### config.mk
export PLATFORM = sky130hd
export DESIGN_NAME = dmem_arbiter
export DESIGN_NICKNAME = d
export VERILOG_FILES = /design/src/rtl/dmem_pkg.sv /design/src/rtl/dmem_align_chk.sv /design/src/rtl/dmem_arbiter.sv
export SDC_FILE = /design/constraint.sdc
export NUM_CORES = 1
export LEC_CHECK = 0
export BUFFER_PORTS_ARGS = -buffer_cell sky130_fd_sc_hd__buf_2
export CELL_PAD_IN_SITES_DETAIL_PLACEMENT = 0
export CELL_PAD_IN_SITES_GLOBAL_PLACEMENT = 2
export CORE_ASPECT_RATIO = 0.75
export CORE_MARGIN = 4
export CORE_UTILIZATION = 24
export CTS_CLUSTER_SIZE = 14
export DETAILED_ROUTE_END_ITERATION = 16
export HOLD_SLACK_MARGIN = 0.12
export MAX_ROUTING_LAYER = met4
export PLACE_DENSITY = 0.9
export REMOVE_ABC_BUFFERS = 1
export SETUP_SLACK_MARGIN = 0.4
export SYNTH_ARGS = -nofsm -noshare
export SYNTH_HDL_FRONTEND = slang
export SYNTH_HIERARCHICAL = 1
export SYNTH_SLANG_ARGS = --single-unit
### constraint.sdc
create_clock -name clk -period 3.9 [get_ports clk]
set_clock_uncertainty 0.1 [all_clocks]
set_input_delay 0.78 -clock clk [delete_from_list [all_inputs] [get_ports clk]]
set_output_delay 0.78 -clock clk [all_outputs]
set_load 0.02 [all_outputs]
### src/rtl/dmem_pkg.sv
// Shared types for the data-memory arbiter: access sizes, FSM states,
// requester ids, and the read-data zero-extension helper.
package dmem_pkg;

    typedef enum logic [1:0] {
        SZ_NONE = 2'b00,
        SZ_BYTE = 2'b01,
        SZ_HALF = 2'b10,
        SZ_WORD = 2'b11
    } size_e;

    typedef enum logic [1:0] {
        ST_IDLE   = 2'b00,
        ST_ACCESS = 2'b01,
        ST_RESP   = 2'b10
    } state_e;

    localparam logic REQ_CORE = 1'b0;
    localparam logic REQ_LDR  = 1'b1;

    // The memory returns lane data right-aligned; bits above the access size are junk.
    function automatic logic [31:0] zext_rdata(input logic [1:0] size, input logic [31:0] data);
        logic [31:0] res;
        case (size)
            SZ_BYTE: res = {24'b0, data[7:0]};
            SZ_HALF: res = {16'b0, data[15:0]};
            default: res = data;
        endcase
        return res;
    endfunction

endpackage

### src/rtl/dmem_align_chk.sv
// Combinational size / alignment / range checker for a byte-addressed access.
module dmem_align_chk
    import dmem_pkg::*;
#(
    parameter int ADDR_W = 11
) (
    input  logic [1:0]  size,
    input  logic [31:0] addr,
    output logic        err
);

    always_comb begin
        err = 1'b0;
        case (size)
            SZ_NONE: err = 1'b1;
            SZ_HALF: err = addr[0];
            SZ_WORD: err = (addr[1:0] != 2'b00);
            default: err = 1'b0;
        endcase
        if (addr[31:ADDR_W] != '0) begin
            err = 1'b1;
        end
    end

endmodule

### src/rtl/dmem_arbiter.sv
// Two-requester data-memory arbiter: core has priority, loader is forced through
// after STARVE_MAX consecutive core wins. One access per three cycles.
// Handshake: a requester holds req and its fields stable until gnt pulses; gnt is
// combinational in IDLE, the memory strobe follows one cycle later, and the winner
// sees exactly one rvalid pulse (with err/rdata) two cycles after gnt.
module dmem_arbiter
    import dmem_pkg::*;
#(
    parameter int ADDR_W     = 11,
    parameter int STARVE_MAX = 4
) (
    input  logic              clk,
    input  logic              rst,
    input  logic              c_req,
    input  logic              c_we,
    input  logic [1:0]        c_size,
    input  logic [31:0]       c_addr,
    input  logic [31:0]       c_wdata,
    output logic              c_gnt,
    output logic              c_rvalid,
    output logic              c_err,
    output logic [31:0]       c_rdata,
    input  logic              l_req,
    input  logic              l_we,
    input  logic [1:0]        l_size,
    input  logic [31:0]       l_addr,
    input  logic [31:0]       l_wdata,
    output logic              l_gnt,
    output logic              l_rvalid,
    output logic              l_err,
    output logic [31:0]       l_rdata,
    output logic              m_en,
    output logic              m_we,
    output logic [1:0]        m_size,
    output logic [ADDR_W-1:0] m_addr,
    output logic [31:0]       m_wdata,
    input  logic [31:0]       m_rdata,
    output logic              busy,
    output logic [1:0]        fsm_state
);

    localparam logic [3:0] STARVE_LIM = 4'(STARVE_MAX);

    state_e      state;
    state_e      state_nxt;
    logic [3:0]  starve_cnt;
    logic        lat_we;
    logic [1:0]  lat_size;
    logic [31:0] lat_addr;
    logic [31:0] lat_wdata;
    logic        lat_id;
    logic        any_req;
    logic        pick_ldr;
    logic        chk_err;
    logic [31:0] resp_data;

    assign any_req  = c_req | l_req;
    assign pick_ldr = l_req & (~c_req | (starve_cnt == STARVE_LIM));

    dmem_align_chk #(.ADDR_W(ADDR_W)) u_chk (
        .size (lat_size),
        .addr (lat_addr),
        .err  (chk_err)
    );

    always_ff @(posedge clk) begin
        if (rst) begin
            state <= ST_IDLE;
        end else begin
            state <= state_nxt;
        end
    end

    always_comb begin
        state_nxt = state;
        case (state)
            ST_IDLE:   if (any_req) state_nxt = ST_ACCESS;
            ST_ACCESS: state_nxt = ST_RESP;
            ST_RESP:   state_nxt = ST_IDLE;
            default:   state_nxt = ST_IDLE;
        endcase
    end

    // Request latch and starvation counter only move in IDLE, where arbitration happens.
    always_ff @(posedge clk) begin
        if (rst) begin
            starve_cnt <= '0;
            lat_we     <= 1'b0;
            lat_size   <= '0;
            lat_addr   <= '0;
            lat_wdata  <= '0;
            lat_id     <= REQ_CORE;
        end else if (state == ST_IDLE) begin
            if (any_req) begin
                lat_id    <= pick_ldr ? REQ_LDR : REQ_CORE;
                lat_we    <= pick_ldr ? l_we    : c_we;
                lat_size  <= pick_ldr ? l_size  : c_size;
                lat_addr  <= pick_ldr ? l_addr  : c_addr;
                lat_wdata <= pick_ldr ? l_wdata : c_wdata;
            end
            if (!l_req || pick_ldr) begin
                starve_cnt <= '0;
            end else if (starve_cnt != STARVE_LIM) begin
                starve_cnt <= starve_cnt + 4'd1;
            end
        end
    end

    always_comb begin
        c_gnt     = 1'b0;
        l_gnt     = 1'b0;
        c_rvalid  = 1'b0;
        l_rvalid  = 1'b0;
        c_err     = 1'b0;
        l_err     = 1'b0;
        c_rdata   = '0;
        l_rdata   = '0;
        m_en      = 1'b0;
        m_we      = 1'b0;
        resp_data = '0;
        busy      = (state != ST_IDLE);
        case (state)
            ST_IDLE: begin
                c_gnt = any_req & ~pick_ldr;
                l_gnt = any_req & pick_ldr;
            end
            ST_ACCESS: begin
                m_en = ~chk_err;
                m_we = ~chk_err & lat_we;
            end
            ST_RESP: begin
                if (!chk_err && !lat_we) begin
                    resp_data = zext_rdata(lat_size, m_rdata);
                end
                if (lat_id == REQ_LDR) begin
                    l_rvalid = 1'b1;
                    l_err    = chk_err;
                    l_rdata  = resp_data;
                end else begin
                    c_rvalid = 1'b1;
                    c_err    = chk_err;
                    c_rdata  = resp_data;
                end
            end
            default: ;
        endcase
    end

    assign m_size    = lat_size;
    assign m_addr    = lat_addr[ADDR_W-1:0];
    assign m_wdata   = lat_wdata;
    assign fsm_state = state;

endmodule

Word-level counts from Yosys, hierarchy flattened:

Index checks and enable logic that the tools add are counted.

* bits in registers: 74

* add/subtract/negate cells: 1
* equal/unequal tests: 8
* mux-type cells: 29
* bitwise gates (word level): 9
* reduce and logical (&&, ||, !) cells: 13

Operator list (number)
* 2-to-1 mux 32 bit: 7
* case mux 32 bit (2 select lines): 1
* nonzero test 21 bit: 1
* 2-to-1 mux 1 bit: 15
* 2-to-1 mux 4 bit: 2
* == test 2 bit (second input constant): 3
* nonzero test 2 bit: 3
* adder 4 x 1 -> 4 bit (second input constant): 1
* AND 1 bit: 4
* == test 2 x 1 -> 1 bit (second input constant): 2
* == test 4 x 3 -> 1 bit (second input constant): 1
* logical NOT 2 bit: 2
* 2-to-1 mux 2 bit: 2
* inequality test 4 x 3 -> 1 bit (second input constant): 1
* case mux 2 bit (2 select lines): 1
* AND reduction 2 bit: 2
* logical NOT 1 bit: 3
* inverter 1 bit: 3
* case mux 1 bit (3 select lines): 1
* inequality test 2 bit (second input constant): 1
* bitwise OR 1 bit: 2
* logical AND 1 bit: 1
* logical OR 1 bit: 1

Depth between registers and ports, before layout:

Gate-level depths: netlist of the first run.

* depth in word-level cells: 8
* mapped depth: 8
* gate-level depth less buffers: 6

Hierarchy:

Netlist of the first run, hierarchy kept.

Modules (own cells, without submodules)
* dmem_arbiter: times used 1, cells an instance 534, area an instance 4362.9 um^2, sequential area each 1481.4 um^2
* dmem_align_chk: times used 1, cells an instance 11, area an instance 83.8 um^2, sequential area each 0.0 um^2

Worst setup path before layout of the first run:

Ideal clock, no wire load.

* path kind: register to output
* start point: register lat_addr[26]
* end point: output l_rdata[21]
* arrival time: 1984 ps
* data required time: 3020 ps
* slack: 1036 ps
* cell stages (with the launch flop): 7
* buffers on the path: 1
* cells stage by stage: dfxtp_1 -> nor4_2 -> nand4_1 -> or3_1 -> nor3b_1 -> clkbuf_1 -> and2_1

* word-level cells in the longest chain between the ends: 7

RTL lines
* from (decl): line dmem_arbiter.sv:49 `logic [31:0] lat_addr;`
* from (signal assigned): line dmem_arbiter.sv:98 `lat_addr <= pick_ldr ? l_addr : c_addr;`
* nonzero test 21 bit: line dmem_align_chk.sv:20 `if (addr[31:ADDR_W] != '0) begin`
* 2-to-1 mux 1 bit: line dmem_align_chk.sv:20
* net chk_err: line dmem_arbiter.sv:54 `logic chk_err;`
* logical NOT 1 bit: line dmem_arbiter.sv:132 `if (!chk_err && !lat_we) begin`
* logical AND 1 bit: line dmem_arbiter.sv:132
* 2-to-1 mux 32 bit: line dmem_arbiter.sv:132
* 2-to-1 mux 32 bit: line dmem_arbiter.sv:135 `if (lat_id == REQ_LDR) begin`
* 2-to-1 mux 32 bit: line dmem_arbiter.sv:122 `case (state)`
* to (decl): line dmem_arbiter.sv:31 `output logic [31:0] l_rdata,`

The timed path passes the listed nets, and every way through them passes these cells.

Worst setup path after layout of the first run:

* start point: register lat_addr[26]
* end point: output l_rdata[7]

The elaborated chain is that of the path after synthesis.

==> impl_summary.md, run 1 <==
Status
The flow ran to the end, and the final reports show no timing, DRC or antenna violations.

Power and ir drop
The switching power total is 0.699 mW. The worst supply voltage drop on vdd is 0.000184 V. The fraction of power consumed by the clock network is 0.415. Total power for the finished layout comes to 2.39 mW. The internal power is 1.70 mW.

The switching portion of total power is 0.292. The relative contribution of sequential cells to total power is 0.367. For this design the static power due to leakage is 3.09 nW.

Of the total power, combinational logic draws 0.218. Power spread over the standard cell area amounts to 376 nW/um^2.

Timing
The number of slew-limit violations in the final report is 0. The minimum clock period is 3.35 ns. Setup violations remaining at the end of the flow were counted as 0. The hold violation total from the final report is 0. Dividing the final minimum period by the clock period gives 0.859. Setup repair after global routing left no endpoint under its margin. The upper clock frequency limit is 298 MHz.

The headroom to the max-slew limit is 0.531. The transition time at the pin with the least slew margin is 0.703 ns. Setup slack closes at 0.550 ns.

Floorplanning
290 I/O pins were placed. The die is 165 um wide. The floorplan die height is 126 um. The placeable core region is 17900 um^2. The number of core rows is 42.

The effective utilization at floorplan is 0.248. The die covers 20800 um^2.

Yosys
The count of state elements after synthesis is 74. The post-synthesis instance area is 4450 um^2. After synthesis, the largest family of logic cells by area is simple AND/OR/NAND/NOR gates. The post-synthesis xor/xnor area fraction is 0. After technology mapping, the gate count stands at 545. The count of yosys warnings during synthesis is 6. The portion of netlist area occupied by mux cells is 0.00225. The count of different cell masters after synthesis is 40. The fraction of the mapped netlist area in compound gates is 0.186. The fraction of the yosys area taken by sequential cells is 0.333. Of the total synthesized cell area, the portion taken by AND, OR, NAND and NOR gates is 0.353. Of all flip-flops after synthesis, the portion carrying an async set or reset was 0. Of the total synthesized cell area, the portion taken by full adders, half adders and majority gates is 0.00844. For this run, the leading register cell type out of synthesis is dfxtp_1.

The per-instance average area after synthesis is 8.16 um^2. Yosys mapped a number of flops with a built-in enable equal to 0.

Final layout
The combined area of the multi-input logic cells is 2480 um^2. The area growth from synthesis to layout is 43.3%. The share of post-route cells with drive strength above 1 is 0.429.

Across the whole layout, storage elements account for 1480 um^2. The final core area utilization is 0.356. The fill cell instance count of the final layout is 1921. The net count of the finished layout is 962.

The finished layout cell area is 6370 um^2. The top cell types in the final layout, fill and taps aside, are buf_2, dfxtp_1, and2_1, nand2_1, inv_1. Leaving out fill and tap cells, the most frequent cell in the layout is buf_2.

CTS
Buffers inserted during clock tree synthesis total 9. The clock latency at the later pin of the worst-skew pair is 0.34 ns. CTS placed an instance of clkbuf_16 at the clock tree root. The CTS H-tree depth is 3.

After clock tree synthesis, the flow added hold-fix buffers numbering 0. The clock drives 74 sinks. The clock input transition at the sequential cells of the worst setup and hold paths is 0.06 ns. TritonCTS built the clock tree. The number of buffers between clock root and the deepest sink is 2.

Detailed routing
The count of nets left with antenna violations after detail routing is 0. The routed layout has 5222 vias. The total routed wirelength is 18.8 mm.

After detailed routing, the average wire length per cell comes to 18.1 um. The detailed router's first-iteration violation count is 285. Before antenna repair, the detailed router went through 4 iterations. After detailed routing, the number of vias per cell comes to 5.03. After detailed routing, the number of remaining DRC violations is 0.

Setup path
The worst setup path is captured at an output port. The required arrival time at the worst endpoint is 3.02 ns. The category of the critical setup timing path is reg -> out. For the worst setup path, the data arrival time is 2.47 ns. Along the worst path, the maximum fanout reaches 16.

The startpoint kind of the worst setup timing path is a flip-flop.

Run
The tool flagged a number of max-cap violations equal to 0.

Global routing
The number of antenna violations at the first check in global routing was 3. The total track usage is 0.177. The largest net degree at the start of global routing is 73. The number of global-route vias before repair is 5003. The total overflow left after global routing is 0.

The first global-routing pass estimated 28.3 mm of wire.

Placement
The estimated wirelength of the detail-placed design is 13.8 mm. Prior to clock tree synthesis, the placed netlist has a worst setup slack of 0.732 ns. The routability congestion estimate is 0.772. The count of buffers added on input and output ports is 289. The post-place instance area is 5990 um^2.

Hold path
The classification of the worst-slack hold path is reg -> reg.
critical path: stages (launching register included):
cell and delay, ns:
dfxtp_1 0.32, nor4_2 0.36, nand4_1 0.21, or3_4 0.47, nor2_2 0.19, buf_4 0.22, and3_1 0.19, buf_2 0.17
per-layer routing:
layer | part of all wire | vias up | GRT usage
li1 | - | 2546 | -
met3 | 0.085 | 13 | 0.0503
met5 | 0 | - | -
met1 | 0.44 | 2425 | 0.230
met2 | 0.47 | 238 | 0.277
met4 | 0.0091 | 0 | 0.0333
registers in the layout, indices dropped and copies added, names as in the netlist:
signal,cells
lat_addr,32
lat_we,1
m_wdata,32
starve_cnt,4
m_size,2
lat_id,1
fsm_state,2
synth_stat cells (all sizes together), types with 2 or more instances:
master | number | share of area
nor2 | 6 | 0.0068
nor3 | 5 | 0.0068
inv | 40 | 0.034
a21o | 2 | 0.0034
and2 | 52 | 0.074
o211a | 2 | 0.0045
and3 | 17 | 0.024
o221ai | 36 | 0.074
nand4b | 4 | 0.0079
nand4 | 37 | 0.052
and4b | 31 | 0.070
nor3b | 2 | 0.0034
or4 | 2 | 0.0034
clkbuf | 45 | 0.038
nor4 | 35 | 0.053
a2111oi | 31 | 0.061
nand2b | 2 | 0.0028
nand2 | 42 | 0.035
dfxtp | 74 | 0.33
a31oi | 2 | 0.0028
a21oi | 35 | 0.039
and3b | 2 | 0.0039
buf | 30 | 0.045
ha | 3 | 0.0084
nand3 | 2 | 0.0023
stage by stage:
| stage | cells | setup TNS, ns | hold slack [ns] |
|---|---|---|---|
| after detailed placement | 1020 | 0 | 0.387 |
| after CTS | 1035 | 0 | 0.397 |
| after floorplan | 470 | -4.63 | 0.368 |
| after global routing | 1038 | 0 | 0.431 |
| after global placement | 1020 | 0 | 0.383 |
| final | 1038 | 0 | 0.394 |
path summary, 6_finish.rpt:
path | start | to | slack (ns) | depth (start not counted)
hold / removal | m_wdata[10]$_SDFFE_PP0P_ | m_wdata[10]$_SDFFE_PP0P_ | 0.39 | 2
setup reg to reg | starve_cnt[0]$_SDFFE_PP0P_ | m_wdata[10]$_SDFFE_PP0P_ | 1.36 | 8
hold reg to reg | m_wdata[10]$_SDFFE_PP0P_ | m_wdata[10]$_SDFFE_PP0P_ | 0.39 | 2
setup / recovery | lat_addr[26]$_SDFFE_PP0P_ | l_rdata[7] | 0.55 | 7
power groups by stage:
stage	Combinational (mW)	Sequential, mW	Clock (mW)
CTS	0.526	0.880	1.03
detailed placement	0.524	0.895	0
global route	0.574	0.891	1.06
finish	0.521	0.879	0.993
global placement	0.524	0.894	0
floorplan	0.208	0.951	0
area by class of cell:
cell class,instances,area share
clock inverter,4,0.0155
clock buffer,11,0.0397
tap,242,0.0475
antenna,3,0.00118
sequential,74,0.232
multi-input combinational,356,0.389
inverter,40,0.0236
timing repair buffer,308,0.251
cells by family after synthesis:
logic type                 Yosys count
and+or+nand+nor                    243
buffers and inverters              115
AOI/OAI and AO/OA                  109
DFF                                 74
adders and majority gates            3
muxes                                1
timing repair:
| item | CTS | global route |
|---|---|---|
| endpoints found under the setup margin | 16 | 30 |
| pin swaps | 1 | 1 |
| gates resized for setup | 1 | 3 |
| cloned | 0 | 0 |
| buffers inserted | 0 | 0 |
Power figures use the tool's default switching activity.
==> inputs of run 2 (changes only) <==
--- a/config.mk
+++ b/config.mk
@@ -12,3 +12,3 @@
 export CORE_MARGIN = 4
-export CORE_UTILIZATION = 24
+export CORE_UTILIZATION = 19
 export CTS_CLUSTER_SIZE = 14
@@ -17,3 +17,3 @@
 export MAX_ROUTING_LAYER = met4
-export PLACE_DENSITY = 0.9
+export PLACE_DENSITY = 0.82
 export REMOVE_ABC_BUFFERS = 1
@@ -22,3 +22,2 @@
 export SYNTH_HDL_FRONTEND = slang
-export SYNTH_HIERARCHICAL = 1
 export SYNTH_SLANG_ARGS = --single-unit
==> constraint.sdc (replaced) <==
create_clock -name clk -period 3.83 [get_ports clk]
set_clock_uncertainty 0.1 [all_clocks]
set_input_delay 0.383 -clock clk [delete_from_list [all_inputs] [get_ports clk]]
set_output_delay 0.383 -clock clk [all_outputs]
set_load 0.02 [all_outputs]
==> run 2 against run 1 <==
Critical path depth decreased by 2. Sequential cell count unchanged. Hold slack got worse by 0.25 ns. Wire length decreased by 15%. Combinational power increased by 7.3%. Count of clock-buffer cells in the layout increased by 4. Global-route usage decreased by 4.4 points. Sequential power increased by 2%. Highest routed layer unchanged.
==> impl_summary.md, run 2 <==
Status
The run finished with clean final reports.

Detailed routing
The count of nets left with antenna violations after detail routing was 0 (unchanged). The total routed wirelength is 16.0 mm (-15%). The DRC violation count after routing is 0 (unchanged). The first-pass iteration count of the detailed router is 5 (+1).

The detailed router's first-iteration violation count is 298 (+4.6%). The via count normalized by instance count is 4.51 (-10%). The count of vias placed by the detailed router is 4613 (-12%). The average wire length per cell after detail routing is 15.7 um (-13%).

Setup path
The cell class contributing the biggest share of worst-path delay is simple AND/OR/NAND/NOR gates. The total buffers and inverters traversed by the critical path is 1 (-1). The launch point of the worst reg-to-reg path is starve_cnt[0]$_SDFFE_PP0P_. Traced cell by cell, the critical path runs through nor4_1 > nand2_1 > a2111o_1 > nor3_1 > buf_2. The category of the critical setup timing path is reg -> out. In this run the critical register-to-register path is captured at lat_addr[12]$_SDFFE_PP0P_. The critical path starts at lat_addr[31]$_SDFFE_PP0P_. The register-to-register path setup slack was 1.42 ns (+0.06 ns). The maximum fanout count along the critical path is 34 (+18). The data arrival at the endpoint of the critical path is 2.71 ns (+0.24 ns). The worst-path cell with the longest stage delay is a2111o_1.

The most critical setup path has its endpoint at c_rdata[3]. The path length in cells of the critical path is 5 (-2). The highest cell delay on the worst timing path is 0.80 ns (+0.33 ns). The worst setup path is launched from a flip-flop. The length in cells of the worst reg-to-reg path is 6 (-2). The required arrival time at the worst endpoint is 3.35 ns (+0.33 ns).

The endpoint type of the worst setup path is an output port.

Final layout
Compared with the post-synthesis result, the final layout area differs by 51.1%. The share of post-route cells with drive strength above 1 is 0.417 (-0.0113). The most common cell after layout, fill and taps aside is buf_2. The final antenna diode count came to 0 (-3). The number of non-filler instances in the completed layout is 1022 (-1.5%). The finished layout cell area is 5680 um^2 (-11%). In the layout the commonest cells are buf_2, nand2_1, dfxtp_1, nor2_1, nor3_1.

The number of nets in the finished design came to 938 (-2.5%).

Yosys
The area share of the largest cell type after synthesis is 0.394 (+0.0613). The share of flip-flops with an asynchronous set or reset came to 0 (unchanged). The per-instance average area after synthesis was 7.38 um^2 (-9.6%). The count of state elements after synthesis is 74 (unchanged). The post-synthesis instance area is 3760 um^2 (-16%). The most used standard cell by instance count after synthesis is nand2_1. The count of flip-flops with a built-in enable after synthesis is 0 (unchanged). The count of different cell masters after synthesis is 35 (-13%). Sorting the synthesized cells by area gives the leading types as dfxtp_1, nand2_1, a222oi_1, a211oi_1, nor2_1. The count of yosys warnings during synthesis is 0 (-6). The most area-hungry cell type in the Yosys netlist is dfxtp_1. The fraction of the yosys area taken by sequential cells is 0.394 (+0.0613). Counting instances in the post-synthesis netlist gives the leading cell types as nand2_1, dfxtp_1, nor2_1. The count of mapped cells out of synthesis is 509 (-6.6%). Among all flip-flop cells after synthesis, the most frequent one is dfxtp_1.

Power and ir drop
The combinational cell fraction of total power is 0.237 (+0.019). The internal power came to 1.63 mW (-3.6%). The fraction of power consumed by the clock network was 0.383 (-0.032).

The switching power total came to 0.721 mW (+3.1%). The relative contribution of sequential cells to total power is 0.380 (+0.013). The static leakage was 3.00 nW (-3.0%). The worst supply voltage drop on vdd is 0.000192 V (+4.5%). The power per cell area is 415 nW/um^2 (+10%). The switching portion of total power is 0.306 (+0.0141).

Floorplanning
The area enclosed by the die boundary is 22100 um^2 (+6.3%). The I/O pin count is 290 (unchanged). The effective utilization at floorplan is 0.194 (-0.0543). The floorplan die height is 130 um (+3.1%). The placeable core region is 19400 um^2 (+8.1%).

The floorplan die width is 170 um (+3.1%). The number of core rows was 44 (+4.8%).

Global routing
The first-pass GRT wire length is 22.4 mm (-21%). The largest net degree at the start of global routing is 69 (-5.5%). The number of antenna violations at the first check in global routing is 0 (-3). The total track usage is 0.133 (-0.0442). The total grt overflow is 0 (unchanged). The number of global-route vias before repair is 4058 (-19%).

Timing
The hold violation total from the final report is 0 (unchanged). The number of slew-limit violations in the final report is 0 (unchanged). The final-layout setup total negative slack is 0 ns (unchanged). Setup repair after global routing left no endpoint under its margin. Counting I/O delays and the setup requirement, the final critical path takes 3.20 ns.

The number of failing setup endpoints in the final timing report came to 0 (unchanged). The transition time at the pin with the least slew margin came to 1.21 ns (+0.503 ns). Based on the critical path, the design can be clocked at up to 313 MHz. In the finished design, the share of the clock period the worst path needs comes to 0.835. The headroom to the max-slew limit is 0.195 (-0.336).

CTS
The clock sink count is 74 (unchanged). The number of buffers inserted during clock tree synthesis came to 9 (unchanged). The clock root buffer master is clkbuf_16. The CTS H-tree depth is 3 (unchanged).

The number of buffers between clock root and the deepest sink is 2 (unchanged). The TritonCTS clock tree is built. The clock latency at the later pin of the worst-skew pair is 0.34 ns (about the same). The clock input transition at the sequential cells of the worst setup and hold paths is 0.06 ns (about the same).

Placement
The cell count after placement is 1005 (-1.5%). The port buffer count is 289 (unchanged). The estimated wirelength of the detail-placed design is 11.8 mm (-15%).

The routability congestion estimate is 0.797 (+3.3%). The post-place instance area is 5350 um^2 (-11%).

Hold path
The worst hold path belongs to the class in -> reg.

Run
The count of maximum capacitance violations is 0 (unchanged).
run 2: cell count changes in the layout (fill, tap and decap cells not counted), sizes merged, moves of 9 or more:
cell     change
nor3        +45
and4b       -30
nor4        -31
a211oi      +38
a2111oi     -31
nand2       +47
buf          -9
o221ai      -36
a222oi      +29
and3        -16
nand4       -36
nor2        +59
and2        -48
run 2: tightest hold or removal path: stages:
cell and delay (ns):
buf_2 0.08, nand2_1 0.04, nand2_1 0.04
run 2: logic make-up (layout without fill, tap and decap cells):
kind of cell               Yosys count  after routing  synth area share
and+or+nand+nor                    222            222             0.257
AOI/OAI and AO/OA                  114            115             0.222
buffers and inverters               92            351             0.107
DFF                                 74             74             0.394
adders and majority gates            4              4            0.0133
xor gates and xnor gates             3              3           0.00700
run 2: worst min-delay path by stage:
| stage | startpoint | end | slack, ns | cells past startpoint |
|---|---|---|---|---|
| global route | c_wdata[4] | m_wdata[4]$_SDFFE_PP0P_ | 0.14 | 3 |
| finish | l_size[0] | m_size[0]$_SDFFE_PP0P_ | 0.15 | 3 |
| floorplan | rst | fsm_state[0]$_SDFFE_PP0P_ | 0.36 | 1 |
| detailed placement | m_wdata[3]$_SDFFE_PP0P_ | m_wdata[3]$_SDFFE_PP0P_ | 0.36 | 2 |
| CTS | l_size[0] | m_size[0]$_SDFFE_PP0P_ | 0.13 | 3 |
| global placement | m_wdata[3]$_SDFFE_PP0P_ | m_wdata[3]$_SDFFE_PP0P_ | 0.37 | 2 |
run 2: power groups by stage:
stage | sequential, mW | combinational [mW] | clock (mW)
6_report | 0.894 | 0.559 | 0.902
4_1_cts | 0.893 | 0.560 | 0.934
3_5_place_dp | 0.909 | 0.559 | 0
3_3_place_gp | 0.907 | 0.565 | 0
5_1_grt | 0.904 | 0.614 | 0.966
2_1_floorplan | 0.971 | 0.232 | 0
run 2: timing repair:
item / CTS / global route
endpoints found under the setup margin: 0 / 1
resized for setup: 0 / 0
buffers inserted: 0 / 0
endpoints found under the hold margin: 0 / 0
hold buffers: 0 / 0
run 2: final cells by class:
type,instances,area (um^2)
clock buffer,15,288
clock inverter,1,30.0
fill,2154,13700
inverter,36,135
multi-input combinational,344,1900
sequential,74,1480
tap,253,317
timing repair buffer,299,1520
run 2: per-layer routing:
| layer | track usage | vias to the layer above | part of all wire | wire [um] |
|---|---|---|---|---|
| met3 | 0.0312 | 16 | 0.079 | 1270 |
| met1 | 0.165 | 2128 | 0.44 | 7040 |
| met2 | 0.217 | 189 | 0.47 | 7500 |
| li1 | - | 2280 | - | - |
| met4 | 0.0385 | 0 | 0.015 | 240 |
| met5 | - | - | 0 | 0 |
run 2: per-stage QoR:
stage	setup slack [ns]	power, mW	hold slack, ns	util
2_1_floorplan	0.593	1.20	0.355	-
3_3_place_gp	0.940	1.47	0.368	0.276
3_5_place_dp	0.898	1.47	0.363	0.276
4_1_cts	0.543	2.39	0.130	0.292
5_1_grt	0.513	2.48	0.136	0.293
6_report	0.633	2.35	0.147	0.293
==> inputs of run 3 (changes only) <==
- clock period: 3.83 -> 2.95 ns (I/O delays scaled with it)
==> run 3 against run 2 <==
Via count rose by 12%. Non-clock buffer count grew 113. Core utilization is 11 points higher. First-iteration DRC count grew 20%.
==> impl_summary.md, run 3 (synthesized netlist as in run 2, its figures left out) <==
Status
The run finished with clean final reports.

Floorplanning
The number of core rows is 44 (unchanged). The floorplan die width is 170 um (unchanged). The effective utilization at floorplan is 0.194 (unchanged).

The floorplan die height is 130 um (unchanged). The placeable core region is 19400 um^2 (unchanged). The I/O pin count is 290 (unchanged). The area enclosed by the die boundary came to 22100 um^2 (unchanged).

Final layout
Leaving out fill and tap cells, the most frequent cell in the layout is buf_2. The finished layout cell area is 7770 um^2 (+37%). The share of post-route cells with drive strength above 1 was 0.463 (+0.0457). The final core area utilization is 0.401 (+0.108). The number of nets in the finished design is 1050 (+12%).

The final antenna diode count came to 0 (unchanged). The layout overhead on the synthesized area is 107%. In the layout the commonest cells are buf_2, dlygate4sd3_1, nand2_1, dfxtp_1, nor2_1.

Setup path
The cell class contributing the biggest share of worst-path delay is compound AO/OA/AOI/OAI gates. In this run the critical register-to-register path is captured at lat_addr[23]$_SDFFE_PP0P_. The total buffers and inverters traversed by the critical path was 3 (+2). The length in cells of the worst reg-to-reg path is 7 (+1). The maximum fanout count along the critical path came to 9 (-74%). The category of the critical setup timing path is reg -> out. The register-to-register path setup slack is 0.90 ns (-0.52 ns). The required arrival time at the worst endpoint came to 2.56 ns (-0.79 ns). The worst-path cell with the longest stage delay is a2111o_2. The data arrival at the endpoint of the critical path is 2.21 ns (-0.50 ns).

STA classifies the critical path startpoint as a flip-flop. The highest cell delay on the worst timing path is 0.46 ns (-0.34 ns). The signal on the critical path passes through ha_1 > o21ai_1 > nand2_1 > a2111o_2 > buf_4 > buf_12 > nor3_1 > buf_2. STA classifies the critical path endpoint as an output port. The launch point of the worst reg-to-reg path is starve_cnt[0]$_SDFFE_PP0P_.

Placement
The worst setup slack after placement was 0.310 ns (-0.588 ns). The post-place instance area is 5380 um^2 (+0.56%). The routability congestion estimate came to 0.789 (-1.1%). The port buffer count was 289 (unchanged).

The estimated wirelength of the detail-placed design is 11.8 mm (-0.26%).

CTS
The clock latency at the later pin of the worst-skew pair is 0.34 ns (about the same). The clock input transition at the sequential cells of the worst setup and hold paths was 0.06 ns (about the same). The CTS H-tree depth was 3 (unchanged).

TritonCTS built the clock tree. The number of buffers inserted during clock tree synthesis is 9 (unchanged). The clock root buffer master is clkbuf_16.

The number of buffers between clock root and the deepest sink is 2 (unchanged). The clock sink count is 74 (unchanged).

Timing
The routed design could run at a clock period as short as 2.61 ns. The hold violation total from the final report is 0 (unchanged). The upper clock frequency limit is 383 MHz. The number of failing setup endpoints in the final timing report is 0 (unchanged). The worst hold slack across all endpoints is 0.166 ns (+0.0193 ns). The number of slew-limit violations in the final report came to 0 (unchanged). The share of the clock period used by the worst path is 0.885.

The headroom to the max-slew limit is 0.568 (+0.372). The transition time at the pin with the least slew margin is 0.648 ns (-0.558 ns). The setup slack after layout was 0.340 ns (-0.293 ns).

Setup repair after global routing could not meet its margin everywhere.

Hold path
The endpoint of the worst hold-timing path is lat_addr[8]$_SDFFE_PP0P_. In this run the worst hold path is classified as in -> reg. The origin of the worst min-delay path is rst. The hold-critical path depth came to 2 (-1).

Power and ir drop
The total chip power is 3.28 mW (+39%). The power per cell area is 423 nW/um^2 (+1.8%). The worst supply voltage drop on vdd was 0.000266 V (+38%).

The static leakage was 3.89 nW (+30%).

Global routing
The number of antenna violations at the first check in global routing is 0 (unchanged). The largest net degree at the start of global routing came to 40 (-42%). The number of global-route vias before repair is 4979 (+23%).

The total track usage was 0.157 (+0.0242). The first-pass GRT wire length was 26.8 mm (+19%). The total grt overflow is 0 (unchanged).

Detailed routing
The average wire length per cell after detail routing is 16.6 um (+5.5%). The total routed wirelength is 18.8 mm (+17%). The detailed router's first-iteration violation count is 358 (+20%). The count of vias placed by the detailed router is 5168 (+12%). The via count normalized by instance count is 4.56 (+0.97%). The first-pass iteration count of the detailed router came to 6 (+1). The count of nets left with antenna violations after detail routing is 0 (unchanged). The DRC violation count after routing is 0 (unchanged).

Run
The count of maximum capacitance violations is 0 (unchanged).
## run 3: area by class of cell
type	count	area [um^2]
Timing Repair Buffer	412	3090
Multi-Input combinational cell	343	2420
Fill cell	1909	11600
Sequential cell	74	1490
Tap cell	253	317
Inverter	36	135
Clock inverter	5	77.6
Clock buffer	11	243
## run 3: power breakdown
part | total [mW] | internal [mW] | switching, mW
logic | 0.912 | 0.385 | 0.527
registers | 1.17 | 1.10 | 0.0653
clock network | 1.20 | 0.761 | 0.440
## run 3: repair_timing
action	4_1_cts	5_1_grt
gates resized for setup	77	142
hold buffers	97	0
pin swaps	8	39
buffers inserted	3	1
hold endpoints to repair	67	0
gates cloned	4	4
setup endpoints to repair	68	76
## run 3: worst max-delay path by stage
stage                                    from                        end  cells after the start
global route        lat_addr[17]$_SDFFE_PP0P_                l_rdata[26]                      7
floorplan           fsm_state[1]$_SDFFE_PP0P_  lat_addr[11]$_SDFFE_PP0P_                      5
detailed placement     m_size[0]$_SDFFE_PP0P_                       m_we                      8
CTS                 lat_addr[17]$_SDFFE_PP0P_                 c_rdata[1]                      7
global placement       m_size[0]$_SDFFE_PP0P_                       m_we                      8
finish                 m_size[1]$_SDFFE_PP0P_                l_rdata[26]                      8
## run 3: routing by layer
layer / global-route usage / vias up / share of wire
met5: - / - / 0
met4: 0.0596 / 0 / 0.029
met3: 0.0351 / 48 / 0.073
met2: 0.272 / 236 / 0.51
met1: 0.179 / 2379 / 0.38
li1: - / 2505 / -
## run 3: metrics by stage
stage / TNS, ns / std cells
final: 0 / 1134
after global routing: 0 / 1134
after CTS: 0 / 1129
after detailed placement: 0 / 1009
after global placement: 0 / 1009
after floorplan: -11.49 / 453
## run 3: worst reg2reg max path: stages, from the launching register on
cell and delay (ns):
dfxtp_1 0.38, inv_1 0.06, ha_1 0.21, nand4b_1 0.10
buf_4 0.15, and4b_2 0.66, a222oi_1 0.21, inv_1 0.12
